### config.mk
export PLATFORM = sky130hd
export DESIGN_NAME = otter_fetch_buffer
export DESIGN_NICKNAME = d
export VERILOG_FILES = /design/src/rtl/otter_fetch_pkg.sv /design/src/rtl/otter_sync_fifo.sv /design/src/rtl/otter_fetch_buffer.sv
export SDC_FILE = /design/constraint.sdc
export NUM_CORES = 1
export LEC_CHECK = 0
export ABC_CLOCK_PERIOD_IN_PS = 4600
export BUFFER_PORTS_ARGS = -buffer_cell sky130_fd_sc_hd__buf_2
export CAP_MARGIN = 20
export CORE_ASPECT_RATIO = 1.25
export CORE_MARGIN = 2
export CORE_UTILIZATION = 54
export CTS_BUF_LIST = sky130_fd_sc_hd__clkbuf_4 sky130_fd_sc_hd__clkbuf_8
export CTS_CLUSTER_DIAMETER = 100
export DETAILED_ROUTE_END_ITERATION = 16
export PLACE_DENSITY = 0.79
export SETUP_SLACK_MARGIN = 0.4
export SLEW_MARGIN = 20
export SYNTH_ARGS = -nofsm -noshare
export SYNTH_HDL_FRONTEND = slang
export SYNTH_SLANG_ARGS = --single-unit
### constraint.sdc
create_clock -name CLK -period 4.6 [get_ports CLK]
set_input_delay 0.23 -clock CLK [delete_from_list [all_inputs] [get_ports CLK]]
set_output_delay 0.23 -clock CLK [all_outputs]
set_load 0.02 [all_outputs]
### src/rtl/otter_fetch_pkg.sv
// Shared types and constants for the OTTER instruction fetch front-end.
package otter_fetch_pkg;

  localparam int unsigned XLEN = 32;
  localparam logic [XLEN-1:0] NOP_INSTR = 32'h0000_0013;

  typedef enum logic [1:0] {
    BOOT = 2'd0,
    RUN  = 2'd1,
    HALT = 2'd2
  } fetch_state_t;

  typedef struct packed {
    logic [XLEN-1:0] pc;
    logic [XLEN-1:0] ir;
  } fetch_entry_t;

endpackage

### src/rtl/otter_sync_fifo.sv
// Synchronous FIFO with head look-ahead and single-cycle clear; clear wins over push/pop.
module otter_sync_fifo #(
  parameter int unsigned DEPTH = 4,
  parameter int unsigned WIDTH = 64
) (
  input  logic                   clk,
  input  logic                   rst_n,
  input  logic                   push,
  input  logic [WIDTH-1:0]       din,
  input  logic                   pop,
  input  logic                   clear,
  output logic [WIDTH-1:0]       head,
  output logic [$clog2(DEPTH):0] count,
  output logic                   full,
  output logic                   empty
);

  localparam int unsigned AW = $clog2(DEPTH);
  localparam int unsigned CW = AW + 1;
  localparam logic [CW-1:0] DEPTH_C = CW'(DEPTH);

  logic [WIDTH-1:0] mem [DEPTH];
  logic [AW-1:0]    rd_ptr;
  logic [AW-1:0]    wr_ptr;
  logic [CW-1:0]    cnt;
  logic             push_en;
  logic             pop_en;

  assign full    = (cnt == DEPTH_C);
  assign empty   = (cnt == '0);
  assign pop_en  = pop && !empty;
  assign push_en = push && (!full || pop_en);

  // Pointers wrap naturally because DEPTH is a power of two.
  always_ff @(posedge clk or negedge rst_n) begin
    if (!rst_n) begin
      rd_ptr <= '0;
      wr_ptr <= '0;
      cnt    <= '0;
    end else if (clear) begin
      rd_ptr <= '0;
      wr_ptr <= '0;
      cnt    <= '0;
    end else begin
      if (push_en) wr_ptr <= wr_ptr + AW'(1);
      if (pop_en)  rd_ptr <= rd_ptr + AW'(1);
      case ({push_en, pop_en})
        2'b10:   cnt <= cnt + CW'(1);
        2'b01:   cnt <= cnt - CW'(1);
        default: cnt <= cnt;
      endcase
    end
  end

  // Storage needs no reset; entries are only visible once counted.
  always_ff @(posedge clk) begin
    if (push_en && !clear) mem[wr_ptr] <= din;
  end

  assign head  = mem[rd_ptr];
  assign count = cnt;

endmodule

### src/rtl/otter_fetch_buffer.sv
// OTTER fetch front-end: in-order imem requests, credit-limited buffering of
// returned words with their PCs, and redirect handling with stale-response drop.
module otter_fetch_buffer
  import otter_fetch_pkg::*;
#(
  parameter int unsigned DEPTH    = 4,
  parameter logic [31:0] RESET_PC = 32'h0000_0000
) (
  input  logic        CLK,
  input  logic        RESET_N,
  output logic        IMEM_REQ,
  output logic [31:0] IMEM_ADDR,
  input  logic        IMEM_GNT,
  input  logic        IMEM_RVALID,
  input  logic [31:0] IMEM_RDATA,
  input  logic        REDIRECT,
  input  logic [31:0] REDIRECT_PC,
  output logic        IF_VALID,
  output logic [31:0] IF_IR,
  output logic [31:0] IF_PC,
  output logic [31:0] IF_NEXT_PC,
  input  logic        IF_READY,
  output logic        ERR
);

  localparam int unsigned CW = $clog2(DEPTH) + 1;
  localparam logic [CW:0] CREDIT_MAX = (CW + 1)'(DEPTH);

  fetch_state_t  state;
  fetch_state_t  state_nxt;
  logic [31:0]   fetch_pc;
  logic [31:0]   fetch_pc_nxt;
  logic [31:0]   rsp_pc;
  logic [31:0]   rsp_pc_nxt;
  logic [CW-1:0] out_cnt;
  logic [CW-1:0] out_nxt;
  logic [CW-1:0] drop_cnt;
  logic [CW-1:0] drop_nxt;
  logic [CW-1:0] q_cnt;
  logic [CW:0]   credit;
  logic          req_c;
  logic          grant;
  logic          rsp_ok;
  logic          redir_ok;
  logic          redir_bad;
  logic          q_push;
  logic          q_pop;
  logic          q_clear;
  logic          q_full;
  logic          q_empty;
  fetch_entry_t  q_din;
  fetch_entry_t  q_head;

  // State and counter registers.
  always_ff @(posedge CLK or negedge RESET_N) begin
    if (!RESET_N) begin
      state    <= BOOT;
      fetch_pc <= RESET_PC;
      rsp_pc   <= RESET_PC;
      out_cnt  <= '0;
      drop_cnt <= '0;
    end else begin
      state    <= state_nxt;
      fetch_pc <= fetch_pc_nxt;
      rsp_pc   <= rsp_pc_nxt;
      out_cnt  <= out_nxt;
      drop_cnt <= drop_nxt;
    end
  end

  // Next-state, request, credit and queue control; redirect overrides everything.
  always_comb begin
    state_nxt    = state;
    fetch_pc_nxt = fetch_pc;
    rsp_pc_nxt   = rsp_pc;
    out_nxt      = out_cnt;
    drop_nxt     = drop_cnt;
    req_c        = 1'b0;
    grant        = 1'b0;
    q_push       = 1'b0;
    q_pop        = 1'b0;
    q_clear      = 1'b0;
    credit       = {1'b0, out_cnt} + {1'b0, q_cnt};
    rsp_ok       = IMEM_RVALID && (out_cnt != '0);
    redir_ok     = REDIRECT && (state != HALT) && (REDIRECT_PC[1:0] == 2'b00);
    redir_bad    = REDIRECT && (state != HALT) && (REDIRECT_PC[1:0] != 2'b00);

    case (state)
      BOOT:    state_nxt = RUN;
      RUN:     req_c = !REDIRECT && (credit < CREDIT_MAX);
      HALT:    q_clear = 1'b1;
      default: state_nxt = BOOT;
    endcase

    grant   = req_c && IMEM_GNT;
    out_nxt = out_cnt + CW'(grant) - CW'(rsp_ok);
    if (grant) fetch_pc_nxt = fetch_pc + 32'd4;

    q_pop = !q_empty && IF_READY;
    if (rsp_ok) begin
      if (drop_cnt != '0) begin
        drop_nxt = drop_cnt - CW'(1);
      end else if (state == RUN) begin
        q_push = !q_full || q_pop;
      end
    end
    if (q_push) rsp_pc_nxt = rsp_pc + 32'd4;

    // Every response still owed after this cycle belongs to the old path.
    if (redir_ok) begin
      q_clear      = 1'b1;
      q_push       = 1'b0;
      q_pop        = 1'b0;
      fetch_pc_nxt = REDIRECT_PC;
      rsp_pc_nxt   = REDIRECT_PC;
      drop_nxt     = out_nxt;
    end

    if (redir_bad) begin
      state_nxt = HALT;
      q_clear   = 1'b1;
      q_push    = 1'b0;
      q_pop     = 1'b0;
    end
  end

  assign q_din = '{pc: rsp_pc, ir: IMEM_RDATA};

  otter_sync_fifo #(
    .DEPTH (DEPTH),
    .WIDTH ($bits(fetch_entry_t))
  ) u_queue (
    .clk   (CLK),
    .rst_n (RESET_N),
    .push  (q_push),
    .din   (q_din),
    .pop   (q_pop),
    .clear (q_clear),
    .head  (q_head),
    .count (q_cnt),
    .full  (q_full),
    .empty (q_empty)
  );

  assign IMEM_REQ   = req_c;
  assign IMEM_ADDR  = fetch_pc;
  assign IF_VALID   = !q_empty;
  assign IF_IR      = IF_VALID ? q_head.ir : NOP_INSTR;
  assign IF_PC      = IF_VALID ? q_head.pc : 32'd0;
  assign IF_NEXT_PC = IF_PC + 32'd4;
  assign ERR        = (state == HALT);

endmodule

# --- Word level (Yosys, flattened, before mapping) ---
# Memory sizes are Yosys's and may differ from the RTL's.
# Index checks and enable logic that the tools add are counted.
totals:
  wordCells: 89
  ramBits: 256
  reg_bits: 79
  memories: 1
mem_list:
  columns: ["memory", "depth", "width", "rd", "rd_clocked_by_memory_dff", "wr", "line", "source"]
  rows:
  - ["u_queue.mem", 4, 64, 1, 0, 1, "otter_sync_fifo.sv:22", "logic [WIDTH-1:0] mem [DEPTH];"]
op_classes:
  addsub: 11
  n_reduce_logical: 31
  magnitude_cmp: 1
  n_eq_ne: 7
  n_mux: 30
op_table:
  columns: ["op", "n"]
  rows:
  - ["$mux W32", 6]
  - ["$add A32 B3 Y32 const B", 3]
  - ["$reduce_bool A2 Y1", 7]
  - ["$mux W1", 13]
  - ["$mux W3", 4]
  - ["$logic_and A1 B1 Y1", 10]
  - ["$mux W2", 5]
  - ["$reduce_bool A3 Y1", 3]
  - ["$pmux W3 S2", 1]
  - ["$sub A3 B1 Y3 const B", 2]
  - ["$add A2 B1 Y2 const B", 2]
  - ["$add A3 B3 Y4", 1]
  - ["$eq A2 B1 Y1 const B", 2]
  - ["$eq A2 B2 Y1 const B", 2]
  - ["$logic_not A1 Y1", 4]
  - ["$logic_not A2 Y1", 2]
  - ["$lt A4 B3 Y1 const B", 1]
  - ["$pmux W2 S2", 1]
  - ["$add A3 B1 Y3", 1]
  - ["$add A3 B1 Y3 const B", 1]
  - ["$eq A3 B3 Y1 const B", 1]
  - ["$logic_not A3 Y1", 1]
  - ["$sub A3 B1 Y3", 1]
  - ["$logic_or A1 B1 Y1", 2]
  - ["4 further kinds", 4]

# --- Logic depth before layout (Yosys ltp) ---
depth:
  ltp_word: 13
  depth_mapped: 14
  ltp_nobuf: 13

# --- By module ---
# From an unflattened synthesis, not the netlist that was laid out.
hier_totals:
  cells_unflattened: 985
  hier_area_um2: 14782.9
modules_own_cells:
  columns: ["mod", "n_inst", "cells_each", "seq_area_each_um2", "area_each_um2"]
  rows:
  - ["otter_sync_fifo", 1, 398, 7862.5, 9808.2]
  - ["otter_fetch_buffer", 1, 587, 1801.7, 4974.8]

# --- Worst setup path after synthesis ---
# OpenSTA, ideal clock, no wires.
synth_timing:
  path_type: "register to output"
  startpoint: "register u_queue.cnt[0], in the netlist u_queue.count[0]"
  endpoint: "output port IF_NEXT_PC[20]"
  n_path_buf: 3
  arrival_ns: 3.332
  slack_ns: 1.038
  t_required_ns: 4.370
  path_stages_with_launch: 14
  cell_sequence: "dfrtp_1 nor3_2 inv_1 buf_4 clkbuf_1 clkbuf_1 nand2_1 inv_1 ha_1 nand3_1 nor4_4 and2_4 nand3_2 xnor2_1"
synth_via:
  elab_chain_cells: 3
synth_rtl:
  columns: ["element", "line", "source"]
  rows:
  - ["start: declaration", "otter_sync_fifo.sv:25", "logic [CW-1:0] cnt;"]
  - ["start signal: assignment", "otter_sync_fifo.sv:48", "2'b10: cnt <= cnt + CW'(1);"]
  - ["start signal: assignment", "otter_sync_fifo.sv:49", "2'b01: cnt <= cnt - CW'(1);"]
  - ["start signal: assignment", "otter_sync_fifo.sv:50", "default: cnt <= cnt;"]
  - ["$logic_not A3 Y1", "otter_sync_fifo.sv:30", "assign empty = (cnt == '0);"]
  - ["$mux W32", "otter_fetch_buffer.sv:149", "assign IF_PC = IF_VALID ? q_head.pc : 32'd0;"]
  - ["net IF_PC[2]", "otter_fetch_buffer.sv:20", "output logic [31:0] IF_PC,"]
  - ["$add A32 B3 Y32", "otter_fetch_buffer.sv:150", "assign IF_NEXT_PC = IF_PC + 32'd4;"]
  - ["end: declaration", "otter_fetch_buffer.sv:21", "output logic [31:0] IF_NEXT_PC,"]
# The timed path passes the listed nets, and every way through them passes these cells.

# --- Final worst setup path ---
layout_timing:
  startpoint: "register u_queue.cnt[0], in the netlist u_queue.count[0]"
  endpoint: "output port IF_NEXT_PC[29]"
layout_via:
  elab_chain_cells: 3
layout_rtl:
  columns: ["element", "line"]
  rows:
  - ["$logic_not A3 Y1", "otter_sync_fifo.sv:30"]
  - ["$mux W32", "otter_fetch_buffer.sv:149"]
  - ["$add A32 B3 Y32", "otter_fetch_buffer.sv:150"]
# No other way between the ends.

==> results.toml <==
[run_status]
status = "complete, no violations"

[global_routing]
grt_max_degree = 65
grt_use_total_pct = 21.8
grt_pass1_vias = 9231
grt_overflow_total = 0
grt_pass1_wl_um = 49500
antenna_found_initial = 0

[yosys]
postSynthCellCount = 977
synth-edff-count = 256
synthTopCellsByCount = "256 x edfxtp_1, 79 x dfrtp_1, 66 x nor2_1"
yosysSeqAreaShare_pct = 65.3
synth.distinct_cells = 50
ys_warn_count = 0
ys_ff_latch = 335
syn_area_sq_mm = 0.0148
synth_top_cell_area_share_pct = 51.9
ys.flop_type = "edfxtp_1"
avgSynthCellArea_sq_um = 15.2
synth_top_cell_by_area = "edfxtp_1"
synthArstFlopShare_pct = 23.6
synth_fp_nets = 1065
synthMostInstantiatedCell = "edfxtp_1"
synthTopCellsByArea = "edfxtp_1 52%, dfrtp_1 13%, mux4_2 9.3%, xnor2_1 2.7%, xor2_1 2.4%"

[worst_setup_path]
path_delay_family = "simple AND/OR/NAND/NOR gates"
cp_max_fo = 42
critPathMostFrequentCell = "buf_4"
critical_path.endpoint_type = "output pin"
cpPeakStageDelay_ns = 0.48
cp.required_ns = 4.37
startpoint_type = "flop"
path_class = "flop to output pin"
arrival_ns = 3.61
cp_slowest_cell = "nor4_1"
path_cells = "nor3_2, buf_4, inv_2, buf_4, nand2_1, nor4_1, nand4_2, nor2_1, xor2_1, buf_2"
cp.buffers_inverters = 4

[die]
die_area_sq_mm = 0.0288
pin_count = 201
start_util_pct = 55.0
core_area_sq_mm = 0.0269
num_rows = 67
die-width_um = 152
die_h_um = 189

[timing]
fmax_mhz = 260
max_slew_margin_pct = 33.1
tightest_slew_ns = 1.00
rsz0062_at_grt = "no"
setup_tns_ns = 0
setup_viol = 0
finalClockSkew_ns = 0.0187
slew_violations = 0
finalCritPeriodShare_pct = 83.5
hold_viol = 0
period_needed_ns = 3.84

[flow_run]
cap_viol_max_count = 0

[clock_tree]
cts.clk_slew.worst_paths_ns = 0.07
h-tree-depth = 2
clk_latency_ns = 0.58
cts_resized = 0
cts_root_buffer = "clkbuf_8"
cts_tree = "yes"
cts_sinks = 335
numCtsBuffers = 49
max-clock-path-buffers = 3

[drt]
ant_nets = 0
route.detailed.drc = 0
drt-initial-drc-count = 723
wl_per_cell_um = 19.1
wl_um = 31300
drt_first_pass_iters = 6
num_vias = 9136
vias_per_cell = 5.56

[power_and_ir_drop]
p_int_mw = 5.64
p_sw_mw = 2.39
p_sw_share_pct = 29.7
clkPwrFrac_pct = 30.3
p_seq_share_pct = 52.1
finalPower_mw = 8.03
peakVddDrop_mv = 0.317
power_frac_comb_pct = 17.6
total_leakage_power_nw = 6.75
p_per_area_mw_per_mm2 = 452

[final_layout]
final_core_util_pct = 66.0
antennaDiodeCount = 0
final_net_count = 1347
drive_gt1_share_pct = 29.8
syn2layout_area_growth_pct = 20.0
design_area_sq_mm = 0.0178

[placement]
hpwl_um = 20100
numPortBuffers = 200
placedInstanceArea_sq_mm = 0.0161
globalplace.congestion = 0.870

[hold_path]
hold_class = "primary input to flop"
[what timing repair did]
action	4_1_cts	5_1_grt
hold endpoints to repair	212	0
endpoints found under the setup margin	0	3
hold buffers	63	0
setup buffers	0	2
[logic make-up after synthesis]
kind of cell / share of synthesized area [%]
AOI/OAI and AO/OA: 2.85
adders and majority gates: 1.62
DFF: 65.3
xor gates and xnor gates: 5.15
and+or+nand+nor: 12.0
buffers and inverters: 2.60
muxes: 10.5
[power groups by stage]
stage	Sequential, mW	Combinational (mW)	Clock, mW
6_report	4.19	1.41	2.43
5_1_grt	4.26	1.56	2.61
4_1_cts	4.18	1.42	2.48
3_5_place_dp	4.24	1.37	0
3_3_place_gp	4.21	1.33	0
2_1_floorplan	4.27	0.832	0
[cells in the final DEF, fill, tap and decap left out, drive strengths merged, types with 16 or more instances in the layout]
master,count
xnor2,46
a21oi,56
ha,16
edfxtp,256
nor2,67
mux4,66
inv,36
nand2,54
clkinv,18
xor2,41
dlygate4sd3,63
dfrtp,79
buf,211
nand4,22
and2,58
clkbuf,63
nand3,43
and3,21
[per-stage QoR]
stage                     std cells  worst slack, ns  hold WS, ns
final                          1642            0.760       0.0404
after global routing           1642            0.457       0.0374
after CTS                      1640            0.564       0.0130
after detailed placement       1488             1.20        0.161
after global placement         1488             1.24        0.156
after floorplan                 977             1.04      -0.0656
[layout make-up]
| cell class | instances | area (sq um) |
|---|---|---|
| Sequential cell | 335 | 9670 |
| Fill cell | 1884 | 9140 |
| Multi-Input combinational cell | 565 | 4780 |
| Timing Repair Buffer | 274 | 1740 |
| Clock buffer | 63 | 805 |
| Tap cell | 345 | 432 |
| Clock inverter | 26 | 213 |
| Inverter | 34 | 128 |
[state kept, by name, indices dropped and copies added (netlist names)]
| name | cells |
|---|---|
| u_queue.wr_ptr | 2 |
| drop_cnt | 3 |
| rsp_pc | 32 |
| u_queue.count | 3 |
| u_queue.rd_ptr | 2 |
| out_cnt | 3 |
| u_queue.mem | 256 |
| state | 2 |
| IMEM_ADDR | 32 |
[metal layers]
metal  global-route usage, %  vias to the layer above  part of all wire (%)
met1                    29.5                     4513                    41
met4                    6.90                        0                   2.3
met5                       0                        -                     0
met2                    36.9                      352                    50
met3                    3.48                       50                   6.7
li1                        -                     4221                     -
[tightest hold or removal path, delay by kind of cell]
kind,cells,cell delay (ns)
AND/OR/NAND/NOR,2,0.25
buffers and inverters,1,0.10
[worst paths after layout]
path | startpoint | end | slack, ns | depth (start not counted)
max | u_queue.count[0]$_DFFE_PN0P_ | IF_NEXT_PC[29] | 0.76 | 10
min | REDIRECT | u_queue.rd_ptr[1]$_DFFE_PN0P_ | 0.04 | 3
max reg2reg | u_queue.count[2]$_DFFE_PN0P_ | drop_cnt[2]$_DFFE_PN0P_ | 1.43 | 13
min reg2reg | IMEM_ADDR[1]$_DFFE_PN0P_ | IMEM_ADDR[1]$_DFFE_PN0P_ | 0.49 | 1
max in group asynchronous | RESET_N | u_queue.rd_ptr[1]$_DFFE_PN0P_ | 3.33 | 3
min in group asynchronous | RESET_N | rsp_pc[31]$_DFFE_PN0P_ | 0.12 | 2
(Power assumes the default switching activity.)
